<file path="config.mk">
export PLATFORM = sky130hd
export DESIGN_NAME = note_hit_judge
export DESIGN_NICKNAME = d
export VERILOG_FILES = /design/src/rtl/guitar_pkg.sv /design/src/rtl/lane_judge.sv /design/src/rtl/note_hit_judge.sv
export SDC_FILE = /design/constraint.sdc
export NUM_CORES = 1
export LEC_CHECK = 0
export BUFFER_PORTS_ARGS = -buffer_cell sky130_fd_sc_hd__buf_2
export CORE_MARGIN = 1.5
export CORE_UTILIZATION = 37
export CTS_CLUSTER_SIZE = 16
export DETAILED_ROUTE_END_ITERATION = 8
export HOLD_SLACK_MARGIN = 0.1
export PLACE_DENSITY = 0.59
export REMOVE_ABC_BUFFERS = 1
export SETUP_SLACK_MARGIN = 0.2
export SLEW_MARGIN = 20
export SYNTH_ARGS = -nofsm -noshare
export SYNTH_HDL_FRONTEND = slang
export SYNTH_SLANG_ARGS = --single-unit
</file>
<file path="constraint.sdc">
create_clock -name clk -period 3.8 [get_ports clk]
set_input_delay 0.76 -clock clk [delete_from_list [all_inputs] [get_ports clk]]
set_output_delay 0.76 -clock clk [all_outputs]
set_load 0.01 [all_outputs]
</file>
<file path="src/rtl/guitar_pkg.sv">
// Shared types and default sizing for the rhythm judge blocks.
package guitar_pkg;
    typedef enum logic {IDLE, ARMED} lane_state_t;

    localparam int LANES_DEF        = 4;
    localparam int WINDOW_TICKS_DEF = 8;
    localparam int HIT_POINTS_DEF   = 10;
endpackage

</file>
<file path="src/rtl/lane_judge.sv">
// Single-lane judge: tracks one armed note and its tick window, emits raw decisions.
module lane_judge
    import guitar_pkg::*;
#(
    parameter int WINDOW_TICKS = WINDOW_TICKS_DEF
) (
    input  logic clk,
    input  logic rst,
    input  logic tick_i,
    input  logic press_i,
    input  logic note_due_i,
    output logic hit_o,
    output logic miss_o,
    output logic stray_o
);
    localparam int CW = $clog2(WINDOW_TICKS) + 1;
    localparam logic [CW-1:0] LAST = CW'(WINDOW_TICKS - 1);

    lane_state_t   state_q, state_d;
    logic [CW-1:0] cnt_q, cnt_d;

    always_ff @(posedge clk) begin
        if (rst) begin
            state_q <= IDLE;
            cnt_q   <= '0;
        end else begin
            state_q <= state_d;
            cnt_q   <= cnt_d;
        end
    end

    always_comb begin
        state_d = state_q;
        cnt_d   = cnt_q;
        hit_o   = 1'b0;
        miss_o  = 1'b0;
        stray_o = 1'b0;
        case (state_q)
            IDLE: begin
                if (press_i && note_due_i) begin
                    hit_o = 1'b1;
                end else if (note_due_i) begin
                    state_d = ARMED;
                    cnt_d   = '0;
                end else if (press_i) begin
                    stray_o = 1'b1;
                end
            end
            ARMED: begin
                // Press takes priority over both a new note and window expiry.
                if (press_i) begin
                    hit_o = 1'b1;
                    cnt_d = '0;
                    if (!note_due_i) state_d = IDLE;
                end else if (note_due_i) begin
                    miss_o = 1'b1;
                    cnt_d  = '0;
                end else if (tick_i) begin
                    if (cnt_q == LAST) begin
                        miss_o  = 1'b1;
                        state_d = IDLE;
                        cnt_d   = '0;
                    end else begin
                        cnt_d = cnt_q + CW'(1);
                    end
                end
            end
            default: begin
                state_d = IDLE;
                cnt_d   = '0;
            end
        endcase
    end
endmodule

</file>
<file path="src/rtl/note_hit_judge.sv">
// Parallel lane judges with registered pulses and saturating score/combo accumulation.
module note_hit_judge
    import guitar_pkg::*;
#(
    parameter int LANES        = LANES_DEF,
    parameter int WINDOW_TICKS = WINDOW_TICKS_DEF,
    parameter int HIT_POINTS   = HIT_POINTS_DEF,
    parameter int SCORE_W      = 16,
    parameter int COMBO_W      = 8
) (
    input  logic               clk,
    input  logic               rst,
    input  logic               tick,
    input  logic [LANES-1:0]   press,
    input  logic [LANES-1:0]   note_due,
    output logic [LANES-1:0]   hit,
    output logic [LANES-1:0]   miss,
    output logic [LANES-1:0]   stray,
    output logic [SCORE_W-1:0] score,
    output logic [COMBO_W-1:0] combo
);
    localparam int NHW = $clog2(LANES + 1);

    logic [LANES-1:0]   hit_d, miss_d, stray_d;
    logic [LANES-1:0]   hit_q, miss_q, stray_q;
    logic [SCORE_W-1:0] score_q, score_d;
    logic [COMBO_W-1:0] combo_q, combo_d;
    logic [NHW-1:0]     nh;
    logic [SCORE_W:0]   score_sum;
    logic [COMBO_W:0]   combo_sum;

    for (genvar g = 0; g < LANES; g++) begin : g_lane
        lane_judge #(.WINDOW_TICKS(WINDOW_TICKS)) u_lane (
            .clk       (clk),
            .rst       (rst),
            .tick_i    (tick),
            .press_i   (press[g]),
            .note_due_i(note_due[g]),
            .hit_o     (hit_d[g]),
            .miss_o    (miss_d[g]),
            .stray_o   (stray_d[g])
        );
    end

    always_comb begin
        nh = '0;
        for (int i = 0; i < LANES; i++) nh = nh + NHW'(hit_d[i]);
    end

    // Sums are one bit wider than the destination so overflow is visible for clamping.
    always_comb begin
        score_sum = {1'b0, score_q} + (SCORE_W+1)'(int'(nh) * HIT_POINTS);
        score_d   = score_sum[SCORE_W] ? '1 : score_sum[SCORE_W-1:0];
        combo_sum = {1'b0, combo_q} + (COMBO_W+1)'(nh);
        if (|miss_d || |stray_d) combo_d = COMBO_W'(nh);
        else                     combo_d = combo_sum[COMBO_W] ? '1 : combo_sum[COMBO_W-1:0];
    end

    always_ff @(posedge clk) begin
        if (rst) begin
            hit_q   <= '0;
            miss_q  <= '0;
            stray_q <= '0;
            score_q <= '0;
            combo_q <= '0;
        end else begin
            hit_q   <= hit_d;
            miss_q  <= miss_d;
            stray_q <= stray_d;
            score_q <= score_d;
            combo_q <= combo_d;
        end
    end

    assign hit   = hit_q;
    assign miss  = miss_q;
    assign stray = stray_q;
    assign score = score_q;
    assign combo = combo_q;
endmodule

</file>
==> results.cfg, run 1 <==
[routing]
drc = 0
wirelength_microns = 6753
vias = 2669
vias_per_cell = 5.233
drt_iter0_markers = 120
ant_nets = 0
wire_per_inst_microns = 13.24
dr.pass1.iters = 4

[power_and_ir_drop]
p_leak_uw = 0.001532
p_per_area_mw_per_mm2 = 401.8
ir_worst_vdd_uv = 167.1

[floorplanning]
dieArea_sq_mm = 0.008644
io_pins = 47
die_h_microns = 92.98
initial_core_util = 0.3856
die_w_microns = 92.98
core_area_sq_mm = 0.007767
num_rows = 32

[logic_synthesis]
synthAdderAreaFrac = 0.09524
synth-compound-area-share = 0.2398
synth-async-reset-ratio = 0
ys_seq_area_frac = 0.3743
synth_simple_gate_area_share = 0.2251
yosys.area.top_type_share = 0.3743
synthFlopType = dfxtp_1
synth.area.top_cells = dfxtp_1 37%, ha_1 7.5%, a21oi_1 6.3%
synth_top_family_by_area = compound AO/OA/AOI/OAI gates
synth-seq-cells = 56
ys_warn_count = 0
ys_types = 54
yosysTopAreaCell = dfxtp_1
synthXorXnorAreaFrac = 0.01754
yosys-top-cells-count = 56 x dfxtp_1, 38 x a21oi_1, 32 x nor2_1
synth_edf_count = 0
syn_inst = 342
synth_area_per_cell_sq_um = 8.758
synth.most_common_cell = dfxtp_1
synthesis.area_sq_mm = 0.002995
synth.area.mux_share = 0.007519

[clock_tree]
cts_sinks = 56
root_buffer = clkbuf_8
htreeDepth = 2
path_clk_slew_ns = 0.10
numCtsBuffers = 5
cts_hold_buf = 0
cts_tree = built
clk_path_buf_depth = 2
clock_latency_ns = 0.31

[critical_path]
path_cells = buf_2, o21ai_2, fa_1, inv_1, ha_1, ha_1, buf_4, fa_1, a211oi_2, o21a_1, nor2_2, and3_1, a211oi_1
path_class = primary input to flop
start_kind = primary input
crit_path_end_kind = flop
critPathSlowestCell = fa_1
cp_data_required_time_ns = 4.03
cpPeakStageDelay_ns = 0.56
cp_max_fo = 7
worstPathArrival_ns = 3.73

[layout]
stdcell_count = 510
num-fill-cells = 783
area_growth_pct = 20.80
n_antenna_cell = 0
nNetsFinal = 439
drive_above_1_share = 0.2451

[sta]
drv_slew = 0
setup_viol = 0
slew_headroom = 0.6046
finalHoldViolCount = 0
finalWorstPathRequiredPeriod_ns = 3.509
tightest_slew_ns = 0.5930
fin_crit_sh = 0.9233
skew_ns = 0.005460
worst_slack_ns = 0.2913
fmax_mhz = 285.0
whs_ns = 0.4520
rsz0062_at_grt = false

[global_routing]
gr-total-overflow = 0
antenna_found_initial = 0
grt_max_degree = 32
grt_pass1_wl_microns = 11230
grt_pass1_vias = 2416
grt_usage = 0.1602

[run]
max-cap-violations = 0

[placed_design]
gp_congestion = 0.8435
port_buffers = 46
dp_cells = 502
dp_hpwl_microns = 5086
place_ws_ns = -0.1422

[status]
status = completed

[worst_hold_path]
hp-class = flop to flop
==> worst max-delay path: cells and delay by family <==
kind            cells  cell delay [ns]
simple gates        2             0.29
fa+ha+maj           4             1.55
compound gates      4             0.79
buf+inv             3             0.33
==> placed cells by master, fill, tap and decap left out, drive strengths merged, types with 3 or more instances in the layout <==
cell type and count:
and2 7, dfxtp 56, and4b 4, buf 67, ha 18, fa 3, nand2b 4, and3 10
inv 20, a2111oi 3, o211ai 4, o21a 5, nand3b 5, a21o 7, nor2b 11, nand3 6
a211oi 8, a41oi 3, a21oi 40, xnor2 3, nor2 34, a311oi 5, nand2 20, o21ai 24
xor2 3, clkbuf 6, nor3b 5, nor3 7
==> per-stage QoR <==
| step | total power, uW | area (sq um) | TNS, ns | utilization |
|---|---|---|---|---|
| final | 1454 | 3618 | 0 | 0.4659 |
| after global routing | 1553 | 3618 | 0 | 0.4659 |
| after CTS | 1465 | 3585 | 0 | 0.4615 |
| after detailed placement | 1050 | 3461 | -1.004 | 0.4456 |
| after global placement | 1044 | 3461 | -0.3083 | 0.4456 |
| after floorplan | 899.1 | 2945 | 0 | - |
==> cell type report <==
class | instances | area (sq um) | share of cell area
Sequential cell | 56 | 1122 | 0.3102
Tap cell | 102 | 127.6 | 0.03527
Multi-Input combinational cell | 258 | 1798 | 0.4969
Clock buffer | 6 | 72.57 | 0.02006
Timing Repair Buffer | 67 | 387.9 | 0.1072
Clock inverter | 2 | 38.79 | 0.01072
Inverter | 19 | 71.32 | 0.01971
==> per-layer routing <==
metal / vias up / GRT usage / wire, microns
li1: 1370 / - / -
met1: 1247 / 0.2131 / 3197
met2: 47 / 0.2658 / 3236
met3: 5 / 0.02276 / 242
met4: 0 / 0.05303 / 76
met5: - / 0 / 0
==> logic make-up after synthesis <==
| logic type | count (synthesis) |
|---|---|
| simple gates | 120 |
| compound gates | 109 |
| flops | 56 |
| buf+inv | 28 |
| fa+ha+maj | 21 |
| xor+xnor | 6 |
| mux | 2 |
==> final timing paths <==
kind                      endpoint  depth (start not counted)  slack [ns]                                 from
max           score[13]$_SDFF_PP0_                         13        0.29                          note_due[1]
min          score[0]$_SDFFE_PP0P_                          2        0.45                score[0]$_SDFFE_PP0P_
max reg2reg   score[13]$_SDFF_PP0_                         12        0.43  g_lane[3].u_lane.state_q$_SDFF_PP0_
min reg2reg  score[0]$_SDFFE_PP0P_                          2        0.45                score[0]$_SDFFE_PP0P_
==> where the power goes <==
part | switching, uW | leakage, uW | internal (uW) | total, uW
sequential | 30.5 | 0.000455 | 626 | 657
clock | 196 | 0.0000558 | 200 | 396
combinational | 207 | 0.00102 | 194 | 401
==> timing repair <==
action                                  in CTS  in global routing
endpoints found under the setup margin       1                 19
gates resized for setup                      1                 10
setup buffers                                0                  0
pin swaps                                    2                  5
==> registers in the layout, summed over array words and instances (netlist names) <==
name	count
g_lane.u_lane.cnt_q	16
score	16
combo	8
g_lane.u_lane.state_q	4
hit	4
miss	4
stray	4
Note: power is estimated with default switching activity, not from simulation.
==> run 2, diff against run 1 <==
- CELL_PAD_IN_SITES_DETAIL_PLACEMENT: not set -> 0
- CELL_PAD_IN_SITES_GLOBAL_PLACEMENT: not set -> 2
- CORE_UTILIZATION: 37 -> 31
- CTS_CLUSTER_SIZE: 16 -> not set
- PLACE_DENSITY: 0.59 -> 0.77
==> run 2 against run 1 <==
Effect of this change:
- die area up 19%
- clock-buffer cell count down 1
- largest power group unchanged
- non-clock buffer count up 3
- global-route usage down 2.1 points
- clock power up 2%
- combinational power about the same
- power up 0.70%
- sequential share of layout area down 0.43 points
- sequential cell count unchanged
- critical path depth up 3
- final area up 1.4%
- setup slack better by 0.070 ns
==> results.cfg, run 2 (synthesis results as in run 1) <==
[status]
status = completed

[sta]
setup_viol = 0
fin_crit_sh = 0.9048
skew_ns = 0.008025
rsz0062_at_grt = false
tightest_slew_ns = 0.4782
fmax_mhz = 290.8
finalHoldViolCount = 0
slew_headroom = 0.6778
drv_slew = 0
finalWorstPathRequiredPeriod_ns = 3.438

[critical_path]
worst-r2r-setup-slack_ns = 0.42
r2r-end = score[14]$_SDFF_PP0_
path_cells = buf_2, o21ai_1, buf_4, fa_1, inv_1, ha_1, ha_1, ha_2, ha_4, ha_4, a21o_1, a21oi_2, buf_4, a21o_1, a2111oi_0, a211oi_1
cpPeakStageDelay_ns = 0.47
critPathTopFamily = adder cells
crit_path_end_kind = flop
reg2reg_from = g_lane[0].u_lane.state_q$_SDFF_PP0_
critPathSlowestCell = fa_1
worstPathArrival_ns = 3.64
path_class = primary input to flop
cp_max_fo = 4
cp_data_required_time_ns = 4.00
path_buf_inv = 4
reg2regPathDepth = 14
start_kind = primary input
crit_cells = 16

[global_routing]
gr-total-overflow = 0
antenna_found_initial = 0
grt_usage = 0.1395
grt_pass1_wl_microns = 11540
grt_pass1_vias = 2547
grt_max_degree = 33

[layout]
final_cell_mix = 55 x dfxtp_1, 46 x buf_2, 38 x a21oi_1
area_growth_pct = 22.51
nNetsFinal = 442
drive_above_1_share = 0.2506
final_common_cell = dfxtp_1
fin_util = 0.3953
stdcell_area_sq_mm = 0.003670
n_antenna_cell = 0
num-fill-cells = 996

[floorplanning]
die_w_microns = 101.3
num_rows = 35
io_pins = 47
die_h_microns = 101.3
dieArea_sq_mm = 0.01026
core_area_sq_mm = 0.009284
initial_core_util = 0.3226

[clock_tree]
clock_latency_ns = 0.31
cts_sinks = 56
numCtsBuffers = 5
clk_path_buf_depth = 2
cts_tree = built
htreeDepth = 2
root_buffer = clkbuf_8
path_clk_slew_ns = 0.11

[worst_hold_path]
min_to = score[0]$_SDFFE_PP0P_
hp-class = flop to flop
whs_path_depth = 2
hp-start = score[0]$_SDFFE_PP0P_

[power_and_ir_drop]
p_leak_uw = 0.001543
ir_worst_vdd_uv = 171.7
p_per_area_mw_per_mm2 = 398.9

[placed_design]
gp_congestion = 0.7579
port_buffers = 46
place_area_sq_mm = 0.003510
dp_hpwl_microns = 5168

[routing]
dr.pass1.iters = 5
wire_per_inst_microns = 12.78
drt_iter0_markers = 49
drc = 0
ant_nets = 0
vias = 2638
wirelength_microns = 6903
vias_per_cell = 4.885

[run]
max-cap-violations = 0
run 2: cell types whose count changed in the layout (fill, tap and decap cells not counted), sizes merged:
cell / delta
inv: -1
buf: +3
clkinv: +1
clkbuf: -1
clkinvlp: +1
run 2: final cells by class:
| class | instances | area (sq um) | share of cell area |
|---|---|---|---|
| inverters | 19 | 71.32 | 0.01943 |
| multi-input cells | 258 | 1793 | 0.4886 |
| clock inverters | 3 | 42.54 | 0.01159 |
| clock buffers | 5 | 68.82 | 0.01875 |
| repair buffers | 70 | 410.4 | 0.1118 |
| flip-flops and latches | 56 | 1122 | 0.3058 |
| well taps | 129 | 161.4 | 0.04398 |
run 2: power breakdown:
part	switching (uW)	total (uW)	internal, uW
combinational	208	403	195
clock	207	403	196
sequential	31.3	658	626
total	446	1460	1020
run 2: timing repair:
item,4_1_cts,5_1_grt
endpoints found under the hold margin,0,0
pin swaps,1,4
hold buffers,0,0
resized for setup,1,10
endpoints found under the setup margin,1,19
buffers inserted,0,1
run 2: worst reg2reg max path, cell delays in order (launching register included):
cell and delay [ns]:
dfxtp_1 0.46, o21ai_1 0.16, fa_1 0.55, inv_1 0.04, ha_1 0.19, ha_1 0.20
ha_2 0.20, ha_4 0.22, ha_4 0.27, a21o_1 0.12, a21oi_2 0.07, buf_4 0.14
a21o_1 0.17, a2111oi_0 0.40, a211oi_1 0.09
run 2: how the worst max path moves through the flow:
stage / start / end
after floorplan: note_due[0] / score[10]$_SDFF_PP0_
after global placement: note_due[0] / score[10]$_SDFF_PP0_
after detailed placement: note_due[0] / score[10]$_SDFF_PP0_
after CTS: note_due[1] / score[10]$_SDFF_PP0_
after global routing: note_due[1] / score[9]$_SDFF_PP0_
final: note_due[1] / score[14]$_SDFF_PP0_
run 2: metal layers:
metal | track usage | up-vias | part of all wire
met5 | 0 | - | 0
met4 | 0.03953 | 0 | 0.0093
met3 | 0.02692 | 5 | 0.025
met2 | 0.2416 | 28 | 0.49
met1 | 0.1767 | 1229 | 0.48
li1 | - | 1376 | -
run 2: stage by stage:
stage	worst slack, ns	total power (uW)	hold WS, ns	setup TNS, ns	instances
after floorplan	0.07519	899.1	0.4379	0	333
after global placement	-0.1319	1049	0.4380	-1.070	531
after detailed placement	-0.1775	1052	0.4458	-1.569	531
after CTS	0.2063	1465	0.4636	0	539
after global routing	0.2168	1568	0.4732	0	540
final	0.3618	1464	0.4547	0	540
